===== src/rtl/uart_rx_cmd_if.sv =====
// Serial line and command outputs of the host UART receiver.
// The receiver uses the slave modport; the host/consumer side uses master.
interface uart_rx_cmd_if;
  logic       rx;
  logic [7:0] cmd;
  logic       cmd_valid;
  logic       frame_err;
  logic       busy;

  modport master (output rx, input cmd, cmd_valid, frame_err, busy);
  modport slave  (input rx, output cmd, cmd_valid, frame_err, busy);
endinterface


===== src/rtl/uart_rx_cmd.sv =====
// 8N1 UART receiver producing the ASCII command byte for the waveform selector.
// Oversampled bit timing; cmd holds the last good byte, strobes are one cycle wide.
module uart_rx_cmd #(
  parameter int CLK_FREQ   = 50_000_000,
  parameter int BAUD       = 9600,
  parameter int OVERSAMPLE = 16
) (
  input  logic           clk,
  input  logic           rst,
  uart_rx_cmd_if.slave   bus
);

  localparam int DIV   = CLK_FREQ / (BAUD * OVERSAMPLE);
  localparam int DIV_W = (DIV > 2) ? $clog2(DIV) : 1;
  localparam int OS_W  = $clog2(OVERSAMPLE);

  generate
    if (DIV < 2) begin : g_bad_div
      $error("uart_rx_cmd: CLK_FREQ/(BAUD*OVERSAMPLE) must be at least 2");
    end
    if ((OVERSAMPLE < 4) || (OVERSAMPLE % 2 != 0)) begin : g_bad_os
      $error("uart_rx_cmd: OVERSAMPLE must be even and at least 4");
    end
  endgenerate

  typedef enum logic [1:0] {IDLE, START, DATA, STOP} state_t;

  state_t            state, state_n;
  logic              rx_m, rx_s, rx_d;
  logic [DIV_W-1:0]  div_cnt, div_n;
  logic [OS_W-1:0]   smp_cnt, smp_n;
  logic [2:0]        bit_idx, bit_n;
  logic [7:0]        shift, shift_n;
  logic [7:0]        cmd_q, cmd_n;
  logic              valid_q, valid_n;
  logic              err_q, err_n;
  logic              busy_q, busy_n;
  logic              tick;
  logic              fall;

  // Sync FFs and edge FF reset low, so a start needs the line to be seen high first.
  always_ff @(posedge clk or posedge rst) begin
    if (rst) begin
      rx_m <= 1'b0;
      rx_s <= 1'b0;
      rx_d <= 1'b0;
    end else begin
      rx_m <= bus.rx;
      rx_s <= rx_m;
      rx_d <= rx_s;
    end
  end

  assign fall = rx_d & ~rx_s;
  assign tick = (state != IDLE) && (div_cnt == DIV_W'(DIV - 1));

  always_ff @(posedge clk or posedge rst) begin
    if (rst) begin
      state   <= IDLE;
      div_cnt <= '0;
      smp_cnt <= '0;
      bit_idx <= '0;
      shift   <= '0;
      cmd_q   <= '0;
      valid_q <= 1'b0;
      err_q   <= 1'b0;
      busy_q  <= 1'b0;
    end else begin
      state   <= state_n;
      div_cnt <= div_n;
      smp_cnt <= smp_n;
      bit_idx <= bit_n;
      shift   <= shift_n;
      cmd_q   <= cmd_n;
      valid_q <= valid_n;
      err_q   <= err_n;
      busy_q  <= busy_n;
    end
  end

  always_comb begin
    state_n = state;
    div_n   = div_cnt;
    smp_n   = smp_cnt;
    bit_n   = bit_idx;
    shift_n = shift;
    cmd_n   = cmd_q;
    valid_n = 1'b0;
    err_n   = 1'b0;

    if (state != IDLE) div_n = tick ? '0 : div_cnt + 1'b1;

    case (state)
      IDLE: begin
        if (fall) begin
          state_n = START;
          smp_n   = '0;
        end
      end
      START: begin
        if (tick) begin
          if (smp_cnt == OS_W'(OVERSAMPLE / 2 - 1)) begin
            smp_n   = '0;
            bit_n   = '0;
            state_n = rx_s ? IDLE : DATA;
          end else begin
            smp_n = smp_cnt + 1'b1;
          end
        end
      end
      DATA: begin
        if (tick) begin
          if (smp_cnt == OS_W'(OVERSAMPLE - 1)) begin
            smp_n   = '0;
            shift_n = {rx_s, shift[7:1]};
            if (bit_idx == 3'd7) state_n = STOP;
            else                 bit_n   = bit_idx + 1'b1;
          end else begin
            smp_n = smp_cnt + 1'b1;
          end
        end
      end
      STOP: begin
        // Returning to IDLE at mid stop bit leaves half a bit to catch a back-to-back start.
        if (tick) begin
          if (smp_cnt == OS_W'(OVERSAMPLE - 1)) begin
            smp_n   = '0;
            state_n = IDLE;
            if (rx_s) begin
              cmd_n   = shift;
              valid_n = 1'b1;
            end else begin
              err_n = 1'b1;
            end
          end else begin
            smp_n = smp_cnt + 1'b1;
          end
        end
      end
      default: state_n = IDLE;
    endcase

    if ((state_n == IDLE) || (state == IDLE)) div_n = '0;
    busy_n = (state_n != IDLE);
  end

  assign bus.cmd       = cmd_q;
  assign bus.cmd_valid = valid_q;
  assign bus.frame_err = err_q;
  assign bus.busy      = busy_q;

endmodule

===== src/flat_wrapper.sv =====
// flat-port wrapper written by rule: the top's interface ports become plain ports
module uart_rx_cmd_flat 
#(
  parameter int CLK_FREQ   = 50_000_000,
  parameter int BAUD       = 9600,
  parameter int OVERSAMPLE = 16
)
  (clk, rst, bus_rx, bus_cmd, bus_cmd_valid, bus_frame_err, bus_busy);
  uart_rx_cmd_if bus_i ();
  input  logic clk;
  input  logic rst;
  input wire logic [$bits(bus_i.rx)-1:0] bus_rx;
  output wire logic [$bits(bus_i.cmd)-1:0] bus_cmd;
  output wire logic [$bits(bus_i.cmd_valid)-1:0] bus_cmd_valid;
  output wire logic [$bits(bus_i.frame_err)-1:0] bus_frame_err;
  output wire logic [$bits(bus_i.busy)-1:0] bus_busy;
  assign bus_i.rx = bus_rx;
  assign bus_cmd = bus_i.cmd;
  assign bus_cmd_valid = bus_i.cmd_valid;
  assign bus_frame_err = bus_i.frame_err;
  assign bus_busy = bus_i.busy;
  uart_rx_cmd #(.CLK_FREQ(CLK_FREQ), .BAUD(BAUD), .OVERSAMPLE(OVERSAMPLE)) u_core (.clk(clk), .rst(rst), .bus(bus_i));
endmodule

===== config.mk =====
export PLATFORM = sky130hd
export DESIGN_NAME = uart_rx_cmd_flat
export DESIGN_NICKNAME = d
export VERILOG_FILES = /design/src/rtl/uart_rx_cmd_if.sv /design/src/rtl/uart_rx_cmd.sv /design/src/flat_wrapper.sv
export SDC_FILE = /design/constraint.sdc
export NUM_CORES = 1
export LEC_CHECK = 0
export ABC_AREA = 1
export BUFFER_PORTS_ARGS = -buffer_cell sky130_fd_sc_hd__buf_2
export CAP_MARGIN = 30
export CORE_MARGIN = 2
export CORE_UTILIZATION = 30
export CTS_CLUSTER_DIAMETER = 50
export DETAILED_ROUTE_END_ITERATION = 12
export PLACE_DENSITY = 0.58
export SETUP_SLACK_MARGIN = 0.15
export SYNTH_ARGS = -nofsm -noshare
export SYNTH_HDL_FRONTEND = slang
export SYNTH_SLANG_ARGS = --single-unit
export TNS_END_PERCENT = 50

===== constraint.sdc =====
create_clock -name clk -period 2.26 [get_ports clk]
set_input_delay 0.226 -clock clk [delete_from_list [all_inputs] [get_ports clk]]
set_output_delay 0.226 -clock clk [all_outputs]
set_load 0.02 [all_outputs]

==> flow_summary.yaml, run 1 <==
place:
  hpwl_um: 2240
  gp_congestion: 0.871
  port_buffers: 13
layout:
  syn_to_final_growth_pct: 14.8
  diodes: 0
  fill_cells: 601
  finalNetCount: 234
  drive_gt1_frac: 0.167
power:
  power_mw: 1.86
  p_per_area_mw_per_mm2: 885
  power.leakage_nw: 1.07
  ir_worst_vdd_v: 0.000376
timing:
  rsz0062_at_grt: "no"
  finalSetupTns_ns: 0
  fin_worst_skew_ns: 0.00529
  maxSlewHeadroom: 0.675
  clock.fmax_mhz: 562
  fin_crit_sh: 0.788
  fin_crit_ns: 1.78
  setup_viol: 0
  finalHoldViolCount: 0
  holdWs_ns: 0.0388
  finalMaxSlewViolations: 0
  tightest_slew_ns: 0.487
yosys:
  yosys.area_share.simple: 0.234
  synth_compound_area_frac: 0.0921
  synth.avg_cell_area_sq_um: 8.86
  synthXorXnorAreaFrac: 0.00955
  synth_top_family_by_area: "simple AND/OR/NAND/NOR gates"
  async_flop_share: 1.00
  synth-edff-count: 0
  synth_nets: 215
  yosys.cell_types.count: 24
  ys.flop_type: "dfrtp_1"
  netlist_area_sq_mm: 0.00183
  ys_ff_latch: 40
  yosysWarningCount: 0
  yosysSeqAreaShare: 0.546
  synthCells: 207
  synth.mux.area_fraction: 0
  synth-adder-area-share: 0.0341
worst_setup_path:
  startpoint_type: "flip-flop"
  crit_type: "flip-flop to flip-flop"
  cp_max_fo: 16
  cp.arrival_ns: 1.96
  r2r-start: "u_core.div_cnt[0]"
  r2r_slack_ns: 0.48
  rr_worst_depth: 11
  required_ns: 2.44
  cp-end-kind: "flip-flop"
  reg2reg_to: "u_core.bus.cmd[4]"
cts:
  cts_tree: "built"
  post_cts_buffers: 0
  cts_hold_buf: 0
  cts_buffers: 5
  clock_latency_ns: 0.29
  cts.clk_slew.worst_paths_ns: 0.08
  cts_buffer_depth: 2
  clock-root-buffer: "clkbuf_8"
  htree_num_levels: 2
  cts_resized: 0
  numClockSinks: 40
run_status:
  status: "completed"
grt:
  antenna_found_initial: 0
  grtUsageTotal: 0.107
  grt_overflow: 0
  grt_pass1_wl_um: 5540
  grt_pass1_vias: 1220
  grt_max_degree: 41
routing:
  drtIter0Drc: 104
  routed_wl_um: 2990
  ant_nets: 0
  wl_met1_um: 1560
  drc_errors: 0
  dr.pass1.iters: 4
  route.top_layer_used: "met4"
  detail_route.wl_per_cell_um: 9.90
  via_per_inst: 4.35
  vias: 1314
  route.met2.wl_um: 1350
  met3_length_um: 56
die:
  start_util: 0.310
  rows: 28
  placeableCoreArea_sq_mm: 0.00592
  io_pins: 14
  die_area_sq_mm: 0.00676
  die_w_um: 82.2
  dieHeight_um: 82.2
worst_hold_path:
  hold_class: "input pin to asynchronous set/reset pin"
run:
  max-cap-violations: 0
logic make-up (layout without fill, tap and decap cells):
family	after synthesis	count (layout)
XOR/XNOR	2	2
adder cells (fa/ha/maj)	5	5
AND/OR/NAND/NOR	94	94
buffers and inverters	39	59
flip-flops	40	40
AO/OA/AOI/OAI	27	27
synthesized netlist by cell type, types with 2 or more instances:
master | number | area, sq um
nand3_1 | 13 | 65.1
nand2_1 | 49 | 184
a21oi_1 | 7 | 35.0
nor2_4 | 2 | 22.5
nor2_1 | 18 | 67.6
inv_1 | 36 | 135
nand4_1 | 3 | 18.8
dfrtp_1 | 40 | 1000
nand2_2 | 5 | 31.3
o21ai_0 | 10 | 50.1
ha_1 | 5 | 62.6
o21ai_2 | 7 | 61.3
critical path, cell delays in order, from the launching register on:
cell and delay, ns:
dfrtp_1 0.41, inv_1 0.07, ha_1 0.13, nand2_1 0.05
inv_1 0.04, nand2_1 0.07, nor2_4 0.19, inv_2 0.07
nor2_4 0.14, nand4_4 0.27, nand2_1 0.17, o21ai_2 0.06
final cells by class:
type | instances | area [sq um] | share of cell area
clock buffer | 6 | 82.6 | 0.0392
clock inverter | 2 | 38.8 | 0.0184
inverter | 37 | 139 | 0.0660
multi-input combinational | 128 | 678 | 0.322
sequential | 40 | 1000 | 0.475
tap | 75 | 93.8 | 0.0446
timing repair buffer | 14 | 72.6 | 0.0345
worst max-delay path by stage:
stage,start,to,slack (ns),cells after the start
after global routing,u_core.div_cnt[1],u_core.bus.cmd[5],0.28,11
after detailed placement,u_core.div_cnt[0],u_core.bus.cmd[4],0.47,11
after CTS,u_core.div_cnt[0],u_core.bus.cmd[4],0.45,11
final,u_core.div_cnt[0],u_core.bus.cmd[4],0.48,11
after global placement,u_core.div_cnt[0],u_core.bus.cmd[6],0.48,11
after floorplan,u_core.div_cnt[0],u_core.bus.cmd[1],0.68,12
state kept, by name, summed over array words and instances, names as in the netlist:
| signal | cells |
|---|---|
| u_core.bus.frame_err | 1 |
| u_core.div_cnt | 9 |
| u_core.state | 2 |
| u_core.rx_s | 1 |
| u_core.shift | 8 |
| u_core.smp_cnt | 4 |
| u_core.rx_m | 1 |
| u_core.bus.cmd | 8 |
| u_core.bus.cmd_valid | 1 |
| u_core.rx_d | 1 |
| u_core.bus.busy | 1 |
| u_core.bit_idx | 3 |
metrics by stage:
stage | util | worst slack (ns) | area [sq um] | cells
floorplan | - | 0.676 | 1830 | 207
global placement | 0.335 | 0.479 | 1980 | 294
detailed placement | 0.335 | 0.468 | 1980 | 294
CTS | 0.356 | 0.450 | 2110 | 302
global route | 0.356 | 0.276 | 2110 | 302
finish | 0.356 | 0.480 | 2110 | 302
power by group:
group          switching, mW  total (mW)  internal (mW)
clock                  0.252       0.613          0.361
sequential            0.0529       0.832          0.779
combinational          0.301       0.418          0.118
cell usage in the layout, fill, tap and decap left out, types with 6 or more instances in the layout:
| cell | n |
|---|---|
| nand3_1 | 13 |
| a21oi_1 | 7 |
| nor2_1 | 18 |
| clkbuf_8 | 6 |
| o21ai_2 | 7 |
| nand2_1 | 49 |
| buf_2 | 13 |
| o21ai_0 | 10 |
| dfrtp_1 | 40 |
| inv_1 | 36 |
per-layer routing:
| layer | vias to the layer above | track usage |
|---|---|---|
| li1 | 687 | - |
| met1 | 606 | 0.155 |
| met2 | 18 | 0.154 |
| met3 | 3 | 0.0228 |
| met4 | 0 | 0.0400 |
| met5 | - | 0 |
Power figures use the tool's default switching activity.
==> run 2: changes to the inputs <==
Settings changed: PLACE_DENSITY 0.58 to 0.59.
Clock period 2.26 ns to 1.5 ns, I/O delays scaled along.
==> run 2 against run 1 <==
The flow now finishes with violations (setup timing). First-iteration DRC count rose by 4.8%. Utilization rose by 5.6 points. Register-to-register slack got worse by 0.62 ns. Worst hold slack improved by 0.31 ns. Die area did not move. Combinational power rose by 130%. Worst setup slack got worse by 0.62 ns. Non-clock buffer count rose by 31. Cell area rose by 16%. Count of clock-buffer cells in the layout fell by 1. Highest routed layer unchanged.
==> flow_summary.yaml, run 2 (same netlist as run 1, synthesis figures left out) <==
timing:
  maxSlewHeadroom: 0.668
  tightest_slew_ns: 0.498
  finalHoldViolCount: 0
  fin_crit_sh: 1.09
  layout_setup_ws_ns: -0.137
  rsz0062_at_grt: "yes"
  fin_worst_skew_ns: 0.00890
  clock.fmax_mhz: 611
  finalMaxSlewViolations: 0
  holdWs_ns: 0.353
  fin_crit_ns: 1.64
  setup_viol: 24
worst_setup_path:
  crit_chain: "inv_1, ha_1, nand2_1, inv_1, nand2_2, nor2_4, buf_6, nand4_1, nand3_1, nand2_2, nand2_2, nand2_4, nor2_2"
  critPathMaxStageDelay_ns: 0.41
  startpoint_type: "flip-flop"
  path_buf_inv: 3
  critPathSlowestCell: "dfrtp_1"
  cp-end-kind: "flip-flop"
  cp_max_fo: 5
  timing.critical_path.mode_cell: "nand2_2"
  required_ns: 1.74
  cp.arrival_ns: 1.88
  critical-path-top-delay-family: "simple AND/OR/NAND/NOR gates"
  crit_type: "flip-flop to flip-flop"
die:
  rows: 28
  dieHeight_um: 82.2
  die_area_sq_mm: 0.00676
  io_pins: 14
  die_w_um: 82.2
  placeableCoreArea_sq_mm: 0.00592
  start_util: 0.310
cts:
  cts_tree: "built"
  cts_buffers: 5
  htree_num_levels: 2
  cts_buffer_depth: 2
  cts.clk_slew.worst_paths_ns: 0.08
  clock_latency_ns: 0.30
  clock-root-buffer: "clkbuf_8"
  numClockSinks: 40
power:
  pwr-share-seq: 0.403
  power_mw: 3.10
  power_frac_clock: 0.291
  ir_worst_vdd_v: 0.000485
  power.leakage_nw: 1.23
  intPower_mw: 2.04
  switching_share: 0.344
  pwr-share-comb: 0.306
  p_switching_mw: 1.07
  p_per_area_mw_per_mm2: 1270
layout:
  largest_register: "u_core.div_cnt"
  final_area_sq_mm: 0.00244
  drive_gt1_frac: 0.333
  largest_reg_flops: 9
  diodes: 0
  syn_to_final_growth_pct: 32.9
  final_common_cell: "nand2_1"
  finalNetCount: 265
  fin_cells: 333
  layout_common_cells: "nand2_1, dfrtp_1, inv_1"
routing:
  via_per_inst: 4.24
  ant_nets: 0
  dr.pass1.iters: 4
  drc_errors: 0
  detail_route.wl_per_cell_um: 10.6
  drtIter0Drc: 109
  vias: 1412
  routed_wl_um: 3530
place:
  port_buffers: 13
  dpl-instance-area_sq_mm: 0.00218
  hpwl_um: 2480
  gp_congestion: 0.817
  numPlacedInstances: 318
run_status:
  failed_checks: "setup timing"
  status: "finished with violations"
grt:
  grt_pass1_vias: 1343
  grt_overflow: 0
  grtUsageTotal: 0.119
  antenna_found_initial: 0
  grt_pass1_wl_um: 5980
  grt_max_degree: 41
run:
  max-cap-violations: 0
worst_hold_path:
  hold_class: "flip-flop to flip-flop"
## run 2: changes by cell type in the layout (fill, tap and decap cells not counted), sizes merged
cell	previous run	this run
dlygate4sd3	0	2
clkinv	1	0
inv	37	38
buf	14	43
clkbuf	6	5
clkinvlp	0	1
## run 2: worst paths after layout
kind / startpoint / to / slack (ns) / cells after the start
worst max-delay path: u_core.div_cnt[0] / u_core.div_cnt[4] / -0.14 / 13
worst min-delay path: u_core.rx_m / u_core.rx_s / 0.35 / 0
worst max register to register: u_core.div_cnt[0] / u_core.div_cnt[4] / -0.14 / 13
worst min register to register: u_core.rx_m / u_core.rx_s / 0.35 / 0
max in group asynchronous: rst / u_core.bit_idx[0] / 0.64 / 4
min in group asynchronous: rst / u_core.div_cnt[7] / 0.51 / 4
## run 2: routing by layer
layer | vias to the layer above | track usage | routed length [um]
met1 | 641 | 0.152 | 1710
met3 | 6 | 0.0391 | 123
li1 | 751 | - | -
met5 | - | 0 | 0
met4 | 0 | 0.0500 | 64
met2 | 14 | 0.184 | 1630
## run 2: through the flow
stage                     worst slack [ns]   util  setup TNS [ns]
after floorplan                    -0.0514      -          -0.164
after global placement             -0.0802  0.369          -0.637
after detailed placement            -0.133  0.369           -1.84
after CTS                           -0.143  0.403           -2.53
after global routing                -0.284  0.412           -5.77
final                               -0.137  0.412           -1.98
## run 2: power groups by stage
stage | Clock, mW | Sequential (mW) | Combinational (mW)
after floorplan | 0 | 1.27 | 0.491
after global placement | 0 | 1.26 | 0.796
after detailed placement | 0 | 1.27 | 0.809
after CTS | 0.937 | 1.25 | 0.880
after global routing | 0.990 | 1.26 | 1.08
final | 0.904 | 1.25 | 0.949
## run 2: what timing repair did
item,4_1_cts,5_1_grt
endpoints found under the setup margin,37,37
hold endpoints to repair,41,0
gates resized for setup,15,14
hold buffers,2,0
buffers inserted,3,1
cloned,1,0
pin swaps,1,1
## run 2: area by class of cell
cell class | count | area, sq um
clock buffers | 5 | 68.8
clock inverters | 3 | 46.3
fillers | 584 | 3480
inverters | 37 | 139
multi-input cells | 128 | 756
flip-flops and latches | 40 | 1000
well taps | 75 | 93.8
repair buffers | 45 | 334
==> run 3: changes to the inputs <==
Settings changed: PLACE_DENSITY 0.59 to not set.
==> run 3 against run 2 <==
The run still ends with setup timing left. Worst setup slack better by 0.022 ns. Utilization shrank 1.7 points. First-iteration DRC count up 3.7%. Via count is 0.78% higher. Clock skew fell by 0.0056 ns. Sequential power barely moved. Worst hold slack worse by 0.0043 ns. Register-to-register slack improved by 0.02 ns. Maximum frequency is 1.4% higher. Sequential cell count unchanged. Critical endpoint is now u_core.bit_idx[2].
==> flow_summary.yaml, run 3 (same netlist as run 1, synthesis figures left out) <==
timing:
  finalHoldViolCount: 0
  maxSlewHeadroom: 0.663
  holdWs_ns: 0.349
  fin_crit_sh: 1.08
  rsz0062_at_grt: "yes"
  fin_worst_skew_ns: 0.00329
  finalMaxSlewViolations: 0
  clock.fmax_mhz: 619
  layout_setup_ws_ns: -0.115
  setup_viol: 20
  tightest_slew_ns: 0.506
  fin_crit_ns: 1.62
  finalSetupTns_ns: -1.70
worst_setup_path:
  startpoint_type: "flip-flop"
  cp-end-kind: "flip-flop"
  cp.arrival_ns: 1.80
  cp_max_fo: 7
  required_ns: 1.68
  crit_type: "flip-flop to flip-flop"
layout:
  largest_reg_flops: 9
  diodes: 0
  drive_gt1_frac: 0.317
  finalNetCount: 257
  syn_to_final_growth_pct: 27.4
  final_common_cell: "dfrtp_1"
  fill_cells: 587
  largest_register: "u_core.div_cnt"
  layout_common_cells: "dfrtp_1, nand2_1, inv_1"
routing:
  drtIter0Drc: 113
  dr.pass1.iters: 4
  ant_nets: 0
  via_per_inst: 4.39
  detail_route.wl_per_cell_um: 10.3
  routed_wl_um: 3350
  drc_errors: 0
  vias: 1423
power:
  power.leakage_nw: 1.17
  ir_worst_vdd_v: 0.000603
  p_per_area_mw_per_mm2: 1210
grt:
  grtUsageTotal: 0.112
  grt_pass1_wl_um: 5800
  grt_overflow: 0
  antenna_found_initial: 0
  grt_pass1_vias: 1366
  grt_max_degree: 41
cts:
  cts_tree: "built"
  cts_buffers: 5
  cts_buffer_depth: 2
  htree_num_levels: 2
  cts.clk_slew.worst_paths_ns: 0.07
  numClockSinks: 40
  clock_latency_ns: 0.29
  clock-root-buffer: "clkbuf_8"
place:
  gp_congestion: 0.772
  hpwl_um: 2410
  port_buffers: 13
run_status:
  status: "finished with violations"
  failed_checks: "setup timing"
die:
  placeableCoreArea_sq_mm: 0.00592
  start_util: 0.310
  io_pins: 14
  die_area_sq_mm: 0.00676
  die_w_um: 82.2
  dieHeight_um: 82.2
  rows: 28
worst_hold_path:
  hold_class: "flip-flop to flip-flop"
run:
  max-cap-violations: 0
## run 3: cell types whose count changed in the layout (fill, tap and decap cells not counted), moves of 2 or more
cell,previous run,this run
buf_4,26,20
buf_6,3,1
clkbuf_8,5,7
ha_1,5,3
ha_2,0,2
nand2_1,41,38
nand2_2,12,15
nor2_1,14,18
nor2_2,4,0
## run 3: stage by stage
stage               std cells  total power, mW  instance area [sq um]  worst slack, ns   util
floorplan                 207             1.76                   1840          -0.0514      -
global placement          312             1.98                   2140          -0.0537  0.361
detailed placement        312             1.99                   2140          -0.0866  0.361
CTS                       324             2.80                   2300          -0.0857  0.389
global route              324             3.03                   2340           -0.262  0.395
finish                    324             2.82                   2340           -0.115  0.395
## run 3: worst paths after layout
check,slack [ns],endpoint,startpoint,cells past startpoint
worst max-delay path,-0.12,u_core.bit_idx[2],u_core.div_cnt[1],12
worst min-delay path,0.35,u_core.rx_s,u_core.rx_m,0
worst max register to register,-0.12,u_core.bit_idx[2],u_core.div_cnt[1],12
worst min register to register,0.35,u_core.rx_s,u_core.rx_m,0
max in group asynchronous,0.62,u_core.shift[2],rst,4
min in group asynchronous,0.51,u_core.div_cnt[2],rst,4
## run 3: report_power, final
| part | total [mW] | leakage (nW) | switching, mW | internal, mW |
|---|---|---|---|---|
| Sequential | 1.25 | 0.541 | 0.0707 | 1.18 |
| Combinational | 0.819 | 0.580 | 0.517 | 0.302 |
| Clock | 0.754 | 0.0503 | 0.344 | 0.409 |
| Total | 2.82 | 1.17 | 0.932 | 1.89 |
## run 3: layer usage
layer	global-route usage	wire length, um
met4	0.0317	42
met1	0.138	1560
met5	0	0
met2	0.182	1600
met3	0.0446	147
## run 3: cell type report
| type | count | area, sq um | share of cell area |
|---|---|---|---|
| clock buffers | 7 | 96.3 | 0.0412 |
| inverters | 37 | 139 | 0.0595 |
| multi-input cells | 128 | 739 | 0.317 |
| flip-flops and latches | 40 | 1000 | 0.428 |
| well taps | 75 | 93.8 | 0.0402 |
| repair buffers | 37 | 267 | 0.114 |
## run 3: critical path, cell delays in order (launching register included)
cell and delay, ns:
dfrtp_1 0.38, inv_1 0.06, ha_2 0.15, nand2_1 0.04, inv_1 0.06, nand2_2 0.06, nor2_4 0.19, nand4_1 0.15
inv_1 0.11, o21ai_1 0.07, buf_4 0.14, nand2_2 0.05, nand2_2 0.05
## run 3: what timing repair did
action	4_1_cts	5_1_grt
buffers inserted	3	0
pin swaps	0	8
hold endpoints to repair	41	0
gates cloned	0	0
endpoints found under the setup margin	37	37
hold buffers	2	0
resized for setup	9	18
